--- src/rtl/pipelined_multiplier_8x8.sv ---
// Unsigned 8x8 multiplier, three register stages: operand capture, pairwise
// partial-product sums, final sum. A new operand pair is accepted every clock.
module pipelined_multiplier_8x8 (
  input  logic        clk,
  input  logic        rst,
  input  logic [7:0]  A,
  input  logic [7:0]  B,
  output logic [15:0] P
);

  logic [7:0]       a_d, a_q;
  logic [7:0]       b_d, b_q;
  logic [3:0][15:0] s_d, s_q;
  logic [15:0]      p_d, p_q;
  logic [7:0][15:0] pp;

  // NOTE: every always_comb output is fully assigned on every pass, so no latches are inferred.
  always_comb begin
    a_d = A;
    b_d = B;
    for (int i = 0; i < 8; i++) begin
      pp[i] = b_q[i] ? ({8'h00, a_q} << i) : 16'h0000;
    end
    for (int j = 0; j < 4; j++) begin
      s_d[j] = pp[2*j] + pp[2*j+1];
    end
    p_d = (s_q[0] + s_q[1]) + (s_q[2] + s_q[3]);
  end

  // NOTE: state updates use non-blocking assignments so all stages shift in lockstep.
  always_ff @(posedge clk or posedge rst) begin
    if (rst) begin
      a_q <= '0;
      b_q <= '0;
      s_q <= '0;
      p_q <= '0;
    end else begin
      a_q <= a_d;
      b_q <= b_d;
      s_q <= s_d;
      p_q <= p_d;
    end
  end

  assign P = p_q;

endmodule

--- config.mk ---
export PLATFORM = sky130hd
export DESIGN_NAME = pipelined_multiplier_8x8
export DESIGN_NICKNAME = d
export VERILOG_FILES = /design/src/rtl/pipelined_multiplier_8x8.sv
export SDC_FILE = /design/constraint.sdc
export NUM_CORES = 1
export LEC_CHECK = 0
export CAP_MARGIN = 20
export CORE_ASPECT_RATIO = 0.6
export CORE_MARGIN = 5
export CORE_UTILIZATION = 55
export CTS_CLUSTER_DIAMETER = 200
export DETAILED_ROUTE_END_ITERATION = 7
export GPL_ROUTABILITY_DRIVEN = 1
export GPL_TIMING_DRIVEN = 1
export PLACE_DENSITY = 0.83
export SLEW_MARGIN = 20
export SYNTH_ARGS = -nofsm -noshare
export SYNTH_HDL_FRONTEND = slang
export SYNTH_SLANG_ARGS = --single-unit
--- constraint.sdc ---
create_clock -name clk -period 3.6 [get_ports clk]
set_input_delay 0.54 -clock clk [delete_from_list [all_inputs] [get_ports clk]]
set_output_delay 0.54 -clock clk [all_outputs]
set_load 0.005 [all_outputs]
==> results by group, run 1 <==
Outcome
  • Status: finished clean

Floorplanning
  • Io pins: 34
  • Die width: 125 µm
  • Die Footprint: 0.00986 mm²
  • Starting Density: between 50% and 60%
  • Die H: ~79 µm
  • CORE AREA: between 0.007 and 0.008 mm²
  • Row cnt: 25

Global route
  • Pin count of the biggest net entering global routing: 35
  • Initial antenna violation count: 0
  • Total GRT Usage: 18.9%
  • First-pass GRT wire length: around 14 mm
  • Total grt overflow: 0
  • Number of global-route vias before repair: ~3100

Yosys
  • Syn Area/Cell: 10.5 µm²
  • Synth Flop Type: dfrtp_1
  • Most frequent cells after synthesis: dfrtp_1, inv_1, and2_1, ha_1, xnor2_1
  • Synth Register Bits: 72
  • Syn Nets: about 500
  • Most frequent cell after synthesis: dfrtp_1
  • Gate Count Post-Synth: 415
  • Dominant cell type by area after synthesis: dfrtp_1
  • Synth top area cells: dfrtp_1, ha_1, fa_1
  • Post-synth EDFFs: 0
  • Sequential share of the synthesized area: about two fifths
  • Post-synthesis instance area: 0.00436 mm²
  • FFs w/ async S/R, synth: 100%
  • Synth top area share: 41.4%
  • Synth unique cells: 29
  • Synthesis Warnings: 0

Placement
  • Final GP Congestion: around 0.93
  • HPWL after DPL: 6.57 mm
  • Input/output buffers: 33

Route
  • Antenna violation net count after detailed routing: 0
  • # DRC: 0
  • Met3 Wirelength: ~600 µm
  • Wire length on met1: about 4.0 mm
  • Via count: between 2000 and 3000
  • Top Layer Used: met4
  • WL final: 8.56 mm
  • Drt via density: 5.23
  • First drt pass iteration count: 6
  • Drt wl/cell: around 15 µm
  • 1st-iter DRT viols: roughly 260
  • WL met2: between 3 and 4 mm

Setup path
  • Worst reg2reg startpoint: s_q[4]
  • CP Data Required Time: ~3.8 ns
  • Worst Setup SP: s_q[4]
  • Setup crit end: P[12]
  • Peak fanout along the critical path: 3
  • Setup CP Type: reg2reg
  • R2R Setup Slk: around 0.30 ns
  • FF-to-FF End: P[12]
  • Worst path arrival time: around 3.5 ns
  • CP startpoint kind: flip-flop
  • Worst Reg-to-Reg Cells: 11
  • CP Capture Type: flip-flop

Timing
  • Fin crit period: 3.30 ns
  • Final setup fails: 0
  • Final period utilization: between 90% and 100%
  • Max Slew Vio Count: 0
  • Hold_ws: ~0.35 ns
  • Final Skew: 0.00590 ns
  • Final Hold Viols: 0
  • TNS Setup: 0 ns
  • Worst-margin pin slew: roughly 0.68 ns
  • Rel. slew slack: 54.8%
  • RSZ-0062 raised after global routing: no
  • Fmax: approximately 300 MHz

CTS
  • Clock root buffer: clkbuf_16
  • Worst skew pair latency: roughly 0.33 ns
  • Post-CTS setup buffer count: 0
  • # clock sinks: 72
  • CTS Hold Bufs: 0
  • Num CTS Buffers: 9
  • # resized after CTS: 0
  • TritonCTS clock tree: built
  • H-tree levels: 3
  • Clk slew on worst S/H paths: roughly 0.060 ns
  • Clock tree buffer depth: 2

Layout
  • Diode count: 0
  • Nets@finish: approximately 550
  • Fillers: approximately 590
  • Fraction of layout cells with a size suffix above 1: ~4.9%
  • Area grow syn2layout: 18.2%

Power
  • Comb pwr share: 34.5%
  • Internal cell power: 2.02 mW
  • Clk pwr share: approximately a third
  • Leak pwr: approximately 2.5 nW
  • Pwr per Cell Area: around 570 mW/mm²
  • Sequential share of power: approximately a third
  • Sw Share: 31.1%
  • VDD IR-drop max: between 0.0003 and 0.0004 V
  • Switching power: 0.910 mW

Flow run
  • MaxCap Viol Count: 0

Hold path
  • Worst Hold Class: reg2reg
per-layer routing:
layer	up-vias	global-route usage (%)
li1	1458	-
met1	1406	24.5
met2	109	30.7
met3	21	5.85
met4	0	5.63
met5	-	0
state kept, by name, summed over array words and instances, names as in the netlist:
signal  cells
b_q         8
s_q        40
a_q         8
P          16
cells in the final DEF (no fill, tap or decap), types with 12 or more instances in the layout:
cell type,instances
fa_1,17
ha_1,51
a211oi_1,13
inv_1,59
xnor2_1,23
clkdlybuf4s50_1,33
nor2_1,22
a21oi_1,12
dfrtp_1,72
nand2_1,17
nor3_1,14
and2_1,54
o21ai_0,14
power groups by stage:
stage,Sequential (mW),Clock (mW),Combinational (mW)
6_report,0.996,0.924,1.01
5_1_grt,1.01,0.974,1.12
4_1_cts,0.998,0.941,1.01
3_5_place_dp,1.01,0,0.994
3_3_place_gp,1.01,0,0.952
2_1_floorplan,1.01,0,0.676
per-stage QoR:
stage | cell area, µm² | total power [mW] | worst slack (ns) | instances | utilization, %
floorplan | 4360 | 1.68 | 0.667 | 415 | -
global placement | 4830 | 1.96 | 0.549 | 557 | 62.1
detailed placement | 4830 | 2.01 | 0.367 | 557 | 62.1
CTS | 5150 | 2.95 | 0.348 | 573 | 66.1
global route | 5150 | 3.10 | 0.203 | 573 | 66.1
finish | 5150 | 2.93 | 0.302 | 573 | 66.1
cell families after synthesis:
logic type / count (synthesis) / share of synthesized area, %
AO/OA/AOI/OAI: 65 / 10.5
XOR/XNOR: 27 / 5.43
adder cells (fa/ha/maj): 68 / 22.5
buffers and inverters: 61 / 5.26
flip-flops: 72 / 41.4
AND/OR/NAND/NOR: 122 / 15.0
worst min path at each step:
stage | start | end | slack (ns) | cells past startpoint
2_1_floorplan | s_q[0] | P[0] | 0.33 | 0
3_3_place_gp | s_q[1] | P[1] | 0.34 | 0
3_5_place_dp | s_q[1] | P[1] | 0.34 | 0
4_1_cts | s_q[1] | P[1] | 0.35 | 0
5_1_grt | s_q[1] | P[1] | 0.37 | 0
6_report | s_q[1] | P[1] | 0.35 | 0
critical path: stages, from the launching register on:
cell       delay (ns)
dfrtp_1          0.32
inv_1            0.05
fa_1             0.53
inv_1            0.04
ha_1             0.28
ha_1             0.22
fa_1             0.43
a211oi_1         0.33
o21bai_1         0.17
a2111oi_0        0.48
nor3_1           0.14
xor2_1           0.16
cell type report:
class / instances / area [µm²] / area share (%)
tap: 108 / 135 / 2.62
multi-input combinational: 282 / 2330 / 45.2
inverter: 60 / 225 / 4.37
sequential: 72 / 1800 / 35.0
clock buffer: 11 / 253 / 4.91
clock inverter: 5 / 62.6 / 1.22
timing repair buffer: 35 / 345 / 6.71
Note: power is estimated with default switching activity, not from simulation.
==> inputs of run 2 (changes only) <==
--- a/config.mk
+++ b/config.mk
@@ -11,7 +11,6 @@
 export CORE_UTILIZATION = 55
 export CTS_CLUSTER_DIAMETER = 200
 export DETAILED_ROUTE_END_ITERATION = 7
-export GPL_ROUTABILITY_DRIVEN = 1
 export GPL_TIMING_DRIVEN = 1
 export PLACE_DENSITY = 0.83
 export SLEW_MARGIN = 20
==> results of run 2 <==
The final DEF is identical to that of run 1; final timing and power are the same.
==> inputs of run 3 (changes only) <==
--- a/config.mk
+++ b/config.mk
@@ -7,7 +7,6 @@
 export LEC_CHECK = 0
 export CAP_MARGIN = 20
 export CORE_ASPECT_RATIO = 0.6
-export CORE_MARGIN = 5
 export CORE_UTILIZATION = 55
 export CTS_CLUSTER_DIAMETER = 200
 export DETAILED_ROUTE_END_ITERATION = 7
==> run 3 against run 2 <==
  * Non-clock buffer count stayed put
  * Final cell count down 0.70%
  * Routed wire length shrank 5.2%
  * Critical path depth unchanged
  * Combinational power is essentially flat
  * Die area down 16%
  * Cell area is essentially flat
  * Total power up 1.1%
  * Core utilization rose by 3.1 points
  * Critical path type unchanged
  * Largest cell class unchanged
==> results by group, run 3 (synthesis results as in run 1) <==
Timing
  • Setup ws final: about 0.25 ns
  • Final Skew: roughly 0.0059 ns
  • Worst-margin pin slew: 0.496 ns
  • Max Slew Vio Count: 0
  • TNS Setup: 0 ns
  • Fin crit period: between 3 and 4 ns
  • RSZ-0062 raised after global routing: no
  • Fmax: between 200 and 300 MHz
  • Final period utilization: between 90% and 100%
  • Hold_ws: approximately 0.35 ns
  • Final setup fails: 0
  • Rel. slew slack: about two thirds
  • Final Hold Viols: 0

Placement
  • Input/output buffers: 33
  • Final GP Congestion: 0.861
  • HPWL after DPL: 6.25 mm
  • Setup WS pre-CTS: ~0.37 ns

Setup path
  • CP Data Required Time: approximately 3.8 ns
  • R2R Setup Slk: 0.25 ns
  • Peak fanout along the critical path: 3
  • Setup crit end: P[12]
  • Worst path arrival time: between 3 and 4 ns
  • Worst reg2reg startpoint: s_q[4]
  • Setup CP Type: reg2reg
  • CP Capture Type: flip-flop
  • Worst Reg-to-Reg Cells: 11
  • Worst Setup SP: s_q[4]
  • CP startpoint kind: flip-flop
  • FF-to-FF End: P[12]

Layout
  • Diode count: 0
  • Commonest non-fill, non-tap cell in the layout: dfrtp_1
  • Most frequent cells in the layout: dfrtp_1, inv_1, and2_1
  • Top reg by flops: s_q
  • Area grow syn2layout: 18.3%
  • Nets@finish: between 500 and 600
  • Largest register FFs: 40
  • Fraction of layout cells with a size suffix above 1: ~4.5%
  • Finished Core Util: between 60% and 70%
  • Fillers: 586

CTS
  • Clock root buffer: clkbuf_16
  • CTS Hold Bufs: 0
  • Clock tree buffer depth: 2
  • Post-CTS setup buffer count: 0
  • # resized after CTS: 0
  • TritonCTS clock tree: built
  • Num CTS Buffers: 9
  • # clock sinks: between 70 and 80
  • Worst skew pair latency: between 0.3 and 0.4 ns
  • H-tree levels: 3
  • Clk slew on worst S/H paths: 0.06 ns

Power
  • Sequential share of power: about a third
  • Switching power: 0.891 mW
  • Pwr per Cell Area: 574 mW/mm²
  • Comb pwr share: roughly a third
  • Clk pwr share: between 30 and 40%
  • Leak pwr: 2.55 nW
  • Internal cell power: a little over 2 mW
  • VDD IR-drop max: 0.000328 V
  • Sw Share: 30.1%

Route
  • Drt wl/cell: around 14 µm
  • Drt via density: about 5.2
  • Antenna violation net count after detailed routing: 0
  • Via count: just under 3000
  • WL final: between 8 and 9 mm
  • 1st-iter DRT viols: between 200 and 250
  • First drt pass iteration count: 4
  • # DRC: 0

Global route
  • Initial antenna violation count: 0
  • Total grt overflow: 0
  • Number of global-route vias before repair: ~2900
  • Pin count of the biggest net entering global routing: 30
  • First-pass GRT wire length: around 14 mm
  • Total GRT Usage: between 20% and 30%

Floorplanning
  • Die width: roughly 120 µm
  • Die H: slightly above 70 µm
  • Row cnt: 24
  • Die Footprint: around 0.0083 mm²
  • Starting Density: a little under 60%
  • CORE AREA: approximately 0.0074 mm²
  • Io pins: 34

Outcome
  • Status: finished clean

Hold path
  • Worst hold path startpoint: s_q[1]
  • Worst Hold Class: reg2reg

Flow run
  • MaxCap Viol Count: 0
-- run 3: changes by cell type in the layout (fill, tap and decap cells not counted), sizes merged --
cell      change
clkinvlp      -2
clkinv        +2
clkbuf        +1
inv           -2
bufinv        +1
-- run 3: area by class of cell --
class / instances / area [µm²] / area share (%)
Inverter: 60 / 225 / 4.37
Tap cell: 104 / 130 / 2.53
Multi-Input combinational cell: 282 / 2330 / 45.1
Sequential cell: 72 / 1800 / 35.0
Clock buffer: 12 / 246 / 4.78
Clock inverter: 4 / 77.6 / 1.51
Timing Repair Buffer: 35 / 345 / 6.70
-- run 3: worst max-delay path, stage by stage, from the launching register on --
cell and delay, ns:
dfrtp_1 0.32, inv_1 0.05, fa_1 0.53, inv_1 0.04, ha_1 0.28, ha_1 0.23
fa_1 0.43, a211oi_1 0.31, o21bai_1 0.16, a2111oi_0 0.53, nor3_1 0.16, xor2_1 0.17
-- run 3: worst min path at each step --
stage	end	slack, ns	depth (start not counted)
after floorplan	P[0]	0.33	0
after global placement	P[1]	0.34	0
after detailed placement	P[0]	0.34	0
after CTS	P[1]	0.35	0
after global routing	P[1]	0.36	0
final	P[1]	0.35	0
-- run 3: power by group through the flow --
stage	Clock [mW]	Sequential (mW)	Combinational [mW]
after floorplan	0	1.01	0.676
after global placement	0	1.01	0.950
after detailed placement	0	1.01	0.989
after CTS	0.972	0.998	1.00
after global routing	1.01	1.01	1.14
final	0.954	0.996	1.01
-- run 3: per-stage QoR --
| step | power (mW) | area, µm² | instances |
|---|---|---|---|
| 2_1_floorplan | 1.68 | 4360 | 415 |
| 3_3_place_gp | 1.96 | 4830 | 553 |
| 3_5_place_dp | 2.00 | 4830 | 553 |
| 4_1_cts | 2.97 | 5150 | 569 |
| 5_1_grt | 3.15 | 5150 | 569 |
| 6_report | 2.96 | 5150 | 569 |
-- run 3: routing by layer --
layer | global-route usage [%] | vias to the layer above | wire length, µm
met4 | 9.14 | 0 | 138
met1 | 32.5 | 1378 | 4040
met5 | 0 | - | 0
li1 | - | 1461 | -
met2 | 35.4 | 91 | 3600
met3 | 4.88 | 15 | 346
